**config.mk**
```make
export PLATFORM = sky130hd
export DESIGN_NAME = apb_master_arbiter
export DESIGN_NICKNAME = d
export VERILOG_FILES = /design/src/rtl/apb_master_arbiter.sv
export SDC_FILE = /design/constraint.sdc
export NUM_CORES = 1
export LEC_CHECK = 0
export ABC_AREA = 1
export BUFFER_PORTS_ARGS = -buffer_cell sky130_fd_sc_hd__buf_2
export CAP_MARGIN = 30
export CORE_AREA = 3 3 43 49
export DETAILED_ROUTE_END_ITERATION = 12
export DIE_AREA = 0 0 46 52
export GPL_ROUTABILITY_DRIVEN = 0
export PLACE_DENSITY = 0.76
export SKIP_CTS_REPAIR_TIMING = 1
export SLEW_MARGIN = 20
export SYNTH_ARGS = -nofsm -noshare
export SYNTH_HDL_FRONTEND = slang
export SYNTH_SLANG_ARGS = --single-unit
```
**constraint.sdc**
```tcl
create_clock -name SYSCLK -period 3.8 [get_ports SYSCLK]
set_clock_uncertainty 0.15 [all_clocks]
set_input_delay 0.95 -clock SYSCLK [delete_from_list [all_inputs] [get_ports SYSCLK]]
set_output_delay 0.95 -clock SYSCLK [all_outputs]
set_load 0.02 [all_outputs]
```
**src/rtl/apb_master_arbiter.sv**
```systemverilog
// Two-requester APB master: round-robin arbitration plus IDLE/SETUP/ACCESS sequencing
// onto a single APB slave port without PREADY.
module apb_master_arbiter #(
    parameter int unsigned ADDR_W = 5,
    parameter int unsigned DATA_W = 1
) (
    input  logic              SYSCLK,
    input  logic              RST,
    input  logic              REQ0,
    input  logic              REQ1,
    input  logic              WR0,
    input  logic              WR1,
    input  logic [ADDR_W-1:0] ADDR0,
    input  logic [ADDR_W-1:0] ADDR1,
    input  logic [DATA_W-1:0] WDATA0,
    input  logic [DATA_W-1:0] WDATA1,
    output logic              DONE0,
    output logic              DONE1,
    output logic [DATA_W-1:0] RDATA0,
    output logic [DATA_W-1:0] RDATA1,
    output logic              PSEL,
    output logic              PENABLE,
    output logic              PWRITE,
    output logic [ADDR_W-1:0] PADDR,
    output logic [DATA_W-1:0] PWDATA,
    input  logic [DATA_W-1:0] PRDATA
);

    typedef enum logic [1:0] {
        ST_IDLE,
        ST_SETUP,
        ST_ACCESS
    } state_t;

    state_t              state_q;
    logic                owner_q;
    logic                last_q;
    logic                psel_q;
    logic                penable_q;
    logic                pwrite_q;
    logic [ADDR_W-1:0]   paddr_q;
    logic [DATA_W-1:0]   pwdata_q;
    logic [DATA_W-1:0]   rdata0_q;
    logic [DATA_W-1:0]   rdata1_q;

    logic                sel_c;
    logic                launch_c;
    logic                sel_wr_c;
    logic [ADDR_W-1:0]   sel_addr_c;
    logic [DATA_W-1:0]   sel_wdata_c;

    // In ACCESS only the non-owner may be launched; the owner's REQ is ignored there.
    always_comb begin
        sel_c    = 1'b0;
        launch_c = 1'b0;
        if (state_q == ST_ACCESS) begin
            sel_c    = ~owner_q;
            launch_c = owner_q ? REQ0 : REQ1;
        end else if (state_q == ST_IDLE) begin
            sel_c    = (REQ0 & REQ1) ? ~last_q : REQ1;
            launch_c = REQ0 | REQ1;
        end
        sel_wr_c    = sel_c ? WR1    : WR0;
        sel_addr_c  = sel_c ? ADDR1  : ADDR0;
        sel_wdata_c = sel_c ? WDATA1 : WDATA0;
    end

    always_ff @(posedge SYSCLK) begin
        if (RST) begin
            state_q   <= ST_IDLE;
            owner_q   <= 1'b0;
            last_q    <= 1'b1;
            psel_q    <= 1'b0;
            penable_q <= 1'b0;
            pwrite_q  <= 1'b0;
            paddr_q   <= '0;
            pwdata_q  <= '0;
            rdata0_q  <= '0;
            rdata1_q  <= '0;
        end else begin
            if (launch_c) begin
                owner_q  <= sel_c;
                pwrite_q <= sel_wr_c;
                paddr_q  <= sel_addr_c;
                pwdata_q <= sel_wr_c ? sel_wdata_c : '0;
            end
            case (state_q)
                ST_IDLE: begin
                    if (launch_c) begin
                        psel_q  <= 1'b1;
                        state_q <= ST_SETUP;
                    end
                end
                ST_SETUP: begin
                    penable_q <= 1'b1;
                    state_q   <= ST_ACCESS;
                end
                ST_ACCESS: begin
                    if (!pwrite_q) begin
                        if (owner_q) rdata1_q <= PRDATA;
                        else         rdata0_q <= PRDATA;
                    end
                    last_q    <= owner_q;
                    penable_q <= 1'b0;
                    if (launch_c) begin
                        state_q <= ST_SETUP;
                    end else begin
                        psel_q  <= 1'b0;
                        state_q <= ST_IDLE;
                    end
                end
                default: begin
                    psel_q    <= 1'b0;
                    penable_q <= 1'b0;
                    state_q   <= ST_IDLE;
                end
            endcase
        end
    end

    assign DONE0   = (state_q == ST_ACCESS) & ~owner_q;
    assign DONE1   = (state_q == ST_ACCESS) &  owner_q;
    assign RDATA0  = rdata0_q;
    assign RDATA1  = rdata1_q;
    assign PSEL    = psel_q;
    assign PENABLE = penable_q;
    assign PWRITE  = pwrite_q;
    assign PADDR   = paddr_q;
    assign PWDATA  = pwdata_q;

endmodule

```
# Word level (Yosys, flattened, before mapping)
# Index checks and enable logic that the tools add are counted.
# word_totals
ff_bits	15
in_bits	19
output_inout_bits	13
word_cells	43
# op_classes
n_eq_ne	4
muxes	17
bitwise_logic	8
n_reduce_logical	4
# op_table
op	n
1-bit two-way mux	12
3-bit AND reduction	3
2-bit one-hot mux with 3 select lines	1
5-bit two-way mux	1
2-bit inequality test (second input constant)	2
1-bit NOT	4
1-bit bitwise AND	3
1-bit one-hot mux with 3 select lines	1
2-bit by 1-bit equality test with 1-bit output (second input constant)	1
2-bit equality test (second input constant)	1
2-bit zero test	1
2-bit two-way mux	1
1-bit one-hot mux with 2 select lines	1
1-bit bitwise OR	1

# Longest topological paths before layout
# depth
depth_word	6
mapped_depth	9
ltp_nobuf	9

# Worst setup path after synthesis
# Ideal clock, no wire load.
# synth_timing
path_type	reg-to-output
from	register state_q[1]
to	output DONE1
t_arrival_ns	0.815
slack_ns	1.885
stages_incl_launch_ff	5
path_buffers	0
path_cell_list	dfxtp_1 > inv_2 > nor2_4 > inv_1 > nor2_2
# synth_between
elab_chain_len	2
# synth_rtl
item	line	rtl
start: declaration	35	state_t state_q;
start signal: assignment	70	state_q <= ST_IDLE;
start signal: assignment	91	state_q <= ST_SETUP;
start signal: assignment	96	state_q <= ST_ACCESS;
2-bit equality test	122	assign DONE1 = (state_q == ST_ACCESS) & owner_q;
1-bit bitwise AND	122	
end: declaration	18	output logic DONE1,
# No other way between the ends.

# Final worst setup path
# Same ends and word-level chain as after synthesis.

==> impl_table.tex <==
\begin{tabular}{lr}
\hline
Metric & Value \\
\hline
\multicolumn{2}{l}{\textbf{Outcome}} \\
Result of the run & finished, final reports clean \\
\multicolumn{2}{l}{\textbf{STA}} \\
Fraction of the cycle the final worst path needs & about 61\% \\
Number of endpoints with negative hold slack in the final report & 0 \\
Maximum frequency from static timing analysis & around 430 MHz \\
Final worst path period need & about 2.3 ns \\
Transition at the pin with the smallest max-transition slack & roughly 0.25 ns \\
Sum of negative setup slack & 0 ns \\
Final-report setup violation count & 0 \\
Max Slew Vio Count & 0 \\
Slew Limit Headroom & approximately 83\% \\
Setup repair after global routing missed its margin & false \\
\multicolumn{2}{l}{\textbf{Cells and area}} \\
Signed area change from the synthesized netlist to the final layout & 24.2\% \\
Antenna cells & 0 \\
Cell area after layout & a little over 900 um\^{}2 \\
Fin nets & 152 \\
Proportion of layout cells with a drive suffix above 1 & about two fifths \\
Count of filler cells inserted in the layout & between 150 and 200 \\
\multicolumn{2}{l}{\textbf{Drt}} \\
Drt pass-1 iters & 4 \\
Drt total wl & roughly 1500 um \\
First-iteration detailed-routing DRC count & 10 \\
Vias & 721 \\
Average routed wire per standard cell & 10.2 um \\
Vias per std cell & roughly 4.8 \\
Final routed DRC violation total & 0 \\
Routed Antenna Nets & 0 \\
\multicolumn{2}{l}{\textbf{Clocking}} \\
CTS Root Cell & sky130\_fd\_sc\_hd\_\_clkbuf\_4 \\
Number of buffers inserted during clock tree synthesis & 3 \\
Sinks on Clock Net & 15 \\
Clock-pin transition on the worst setup and hold timing paths & 0.09 ns \\
Source-to-sink clock delay at the later pin of the worst-skew pair & $\sim$0.28 ns \\
Clock tree from TritonCTS & done \\
CTS H-tree depth & 1 \\
Maximum clock path buffer count & 2 \\
\multicolumn{2}{l}{\textbf{Power and ir drop}} \\
Sw frac & between 30\% and 40\% \\
Sequential group share of total power & 47.8\% \\
Combinational cell fraction of total power & 28.3\% \\
Total power per unit cell area & 420 nW/um\^{}2 \\
Psw & approximately 0.13 mW \\
Fraction of power consumed by the clock network & a little under a quarter \\
Peak ir drop on the vdd network & 0.000186 V \\
Leakage power & between 0.4 and 0.5 nW \\
Internal Power & between 0.2 and 0.3 mW \\
\multicolumn{2}{l}{\textbf{Synthesis}} \\
Synthesis warning total & 0 \\
Syn\_nets & 118 \\
Mapped Cells & 99 \\
Average instance area after synthesis & between 7 and 8 um\^{}2 \\
Top cells by area in the synthesized netlist & sky130\_fd\_sc\_hd\_\_dfxtp\_1, sky130\_fd\_sc\_hd\_\_nand2\_1, sky130\_fd\_sc\_hd\_\_nand3\_1 \\
Unique cell type count in the Yosys netlist & 20 \\
Number of storage elements in the synthesis netlist & 15 \\
Synth area leader & sky130\_fd\_sc\_hd\_\_dfxtp\_1 \\
Synth top area share & between 40 and 50\% \\
Sequential share of the synthesized area & 40.9\% \\
Area of the mapped netlist & roughly 730 um\^{}2 \\
\multicolumn{2}{l}{\textbf{Placed design}} \\
Placed Area & 886 um\^{}2 \\
Final HPWL DP & 1200 um \\
Port Buffers & 31 \\
\multicolumn{2}{l}{\textbf{Floorplan}} \\
Site Rows & 16 \\
Initial Utilization & about 43\% \\
IO Count & 32 \\
Die Height & 52 um \\
Die footprint & about 2400 um\^{}2 \\
Floorplan core area & around 1700 um\^{}2 \\
X dimension of the die & roughly 46 um \\
\multicolumn{2}{l}{\textbf{Global route}} \\
Vias in the first global route & $\sim$620 \\
Pin count of the biggest net entering global routing & 16 \\
Number of antenna violations at the first check in global routing & 0 \\
Overall global routing resource usage & between 10\% and 20\% \\
Wire length of the first global-routing pass & roughly 2600 um \\
Leftover overflow at the end of global routing & 0 \\
\multicolumn{2}{l}{\textbf{Critical path}} \\
Required time at the worst-slack endpoint & about 2.7 ns \\
Crit-path max FO & 3 \\
Endpoint class of the critical path & primary output \\
Crit path arrival time & between 1 and 1.5 ns \\
Critical path startpoint category & flop \\
Kind of critical path & reg -> out \\
\multicolumn{2}{l}{\textbf{Flow run}} \\
Reported max-cap violation count & 0 \\
\multicolumn{2}{l}{\textbf{Min path}} \\
Worst hold path class & reg -> reg \\
\hline
\end{tabular}
## area by class of cell
class                      instances  area [um^2]  area share [%]
sequential                        15          300            32.9
clock buffer                       4         26.3            2.88
inverter                          16         60.1            6.58
timing repair buffer              31          155            17.0
tap                               18         22.5            2.47
multi-input combinational         66          348            38.1
## cells in the final DEF (no fill, tap or decap)
cell type and count:
sky130_fd_sc_hd__o21ai_1 1, sky130_fd_sc_hd__clkbuf_1 1, sky130_fd_sc_hd__a221oi_1 1, sky130_fd_sc_hd__nand3_2 1, sky130_fd_sc_hd__a21oi_2 2, sky130_fd_sc_hd__or2_1 5
sky130_fd_sc_hd__clkbuf_4 3, sky130_fd_sc_hd__dfxtp_1 15, sky130_fd_sc_hd__nand2_1 22, sky130_fd_sc_hd__inv_2 4, sky130_fd_sc_hd__o21ai_2 1, sky130_fd_sc_hd__nor2_4 1
sky130_fd_sc_hd__nand2_2 5, sky130_fd_sc_hd__nor2_1 2, sky130_fd_sc_hd__nor2_2 2, sky130_fd_sc_hd__nand2_4 1, sky130_fd_sc_hd__a21oi_1 5, sky130_fd_sc_hd__inv_1 12
sky130_fd_sc_hd__buf_2 31, sky130_fd_sc_hd__o21ai_0 2, sky130_fd_sc_hd__nand3_1 15
## state kept, by name (all words and copies together) (netlist names)
register and cells:
RDATA0 1, PADDR 5, PSEL 1, last_q 1, PWRITE 1, owner_q 1, state_q 2, RDATA1 1
PENABLE 1, PWDATA 1
## layer usage
| layer | global-route usage (%) | vias to the layer above | share of wire [%] |
|---|---|---|---|
| met5 | 0 | - | 0 |
| met4 | 7.11 | 0 | 0.65 |
| met3 | 3.11 | 2 | 5.8 |
| met2 | 21.6 | 17 | 48 |
| met1 | 19.1 | 322 | 45 |
| li1 | - | 380 | - |
## per-stage QoR
| stage | setup slack [ns] | std cells | power, mW | util (%) | hold slack (ns) |
|---|---|---|---|---|---|
| 5_1_grt | 1.35 | 150 | 0.408 | 53.0 | 0.321 |
| 3_5_place_dp | 1.73 | 146 | 0.296 | 51.5 | 0.294 |
| 4_1_cts | 1.46 | 150 | 0.387 | 53.0 | 0.307 |
| 2_1_floorplan | 1.89 | 99 | 0.268 | - | 0.289 |
| 6_report | 1.47 | 150 | 0.383 | 53.0 | 0.302 |
| 3_3_place_gp | 1.76 | 146 | 0.293 | 51.5 | 0.291 |
## cell families after synthesis
kind of cell	Yosys count	share of synthesized area, %
AND/OR/NAND/NOR	54	37.1
buffers and inverters	18	11.8
flip-flops	15	40.9
AO/OA/AOI/OAI	12	10.2
## synthesized netlist by cell type, drive strengths merged
library cell  count
or2               5
inv              16
nor2              5
buf               2
dfxtp            15
a221oi            1
nand2            28
o21ai             4
a21oi             7
nand3            16
## critical path, cell delays in order, from the launching register on
cell and delay, ns:
sky130_fd_sc_hd__dfxtp_1 0.39, sky130_fd_sc_hd__inv_2 0.07, sky130_fd_sc_hd__nor2_4 0.11, sky130_fd_sc_hd__inv_1 0.09
sky130_fd_sc_hd__nor2_2 0.12, sky130_fd_sc_hd__buf_2 0.18
## worst paths after layout
check                           cells past startpoint               startpoint                    end  slack [ns]
worst max register to register                      8     owner_q$_SDFFE_PP0P_  PADDR[4]$_SDFFE_PP0P_        2.39
worst max-delay path                                5  state_q[1]$_SDFFE_PP0P_                  DONE1        1.47
worst min register to register                      2     PENABLE$_SDFFE_PP0P_   PENABLE$_SDFFE_PP0P_        0.30
worst min-delay path                                2     PENABLE$_SDFFE_PP0P_   PENABLE$_SDFFE_PP0P_        0.30
## power by group through the flow
stage	Clock, mW	Combinational (mW)	Sequential [mW]
floorplan	0	0.0664	0.201
global placement	0	0.106	0.187
detailed placement	0	0.110	0.187
CTS	0.0933	0.110	0.183
global route	0.0997	0.123	0.186
finish	0.0916	0.109	0.183
Power figures use the tool's default switching activity.
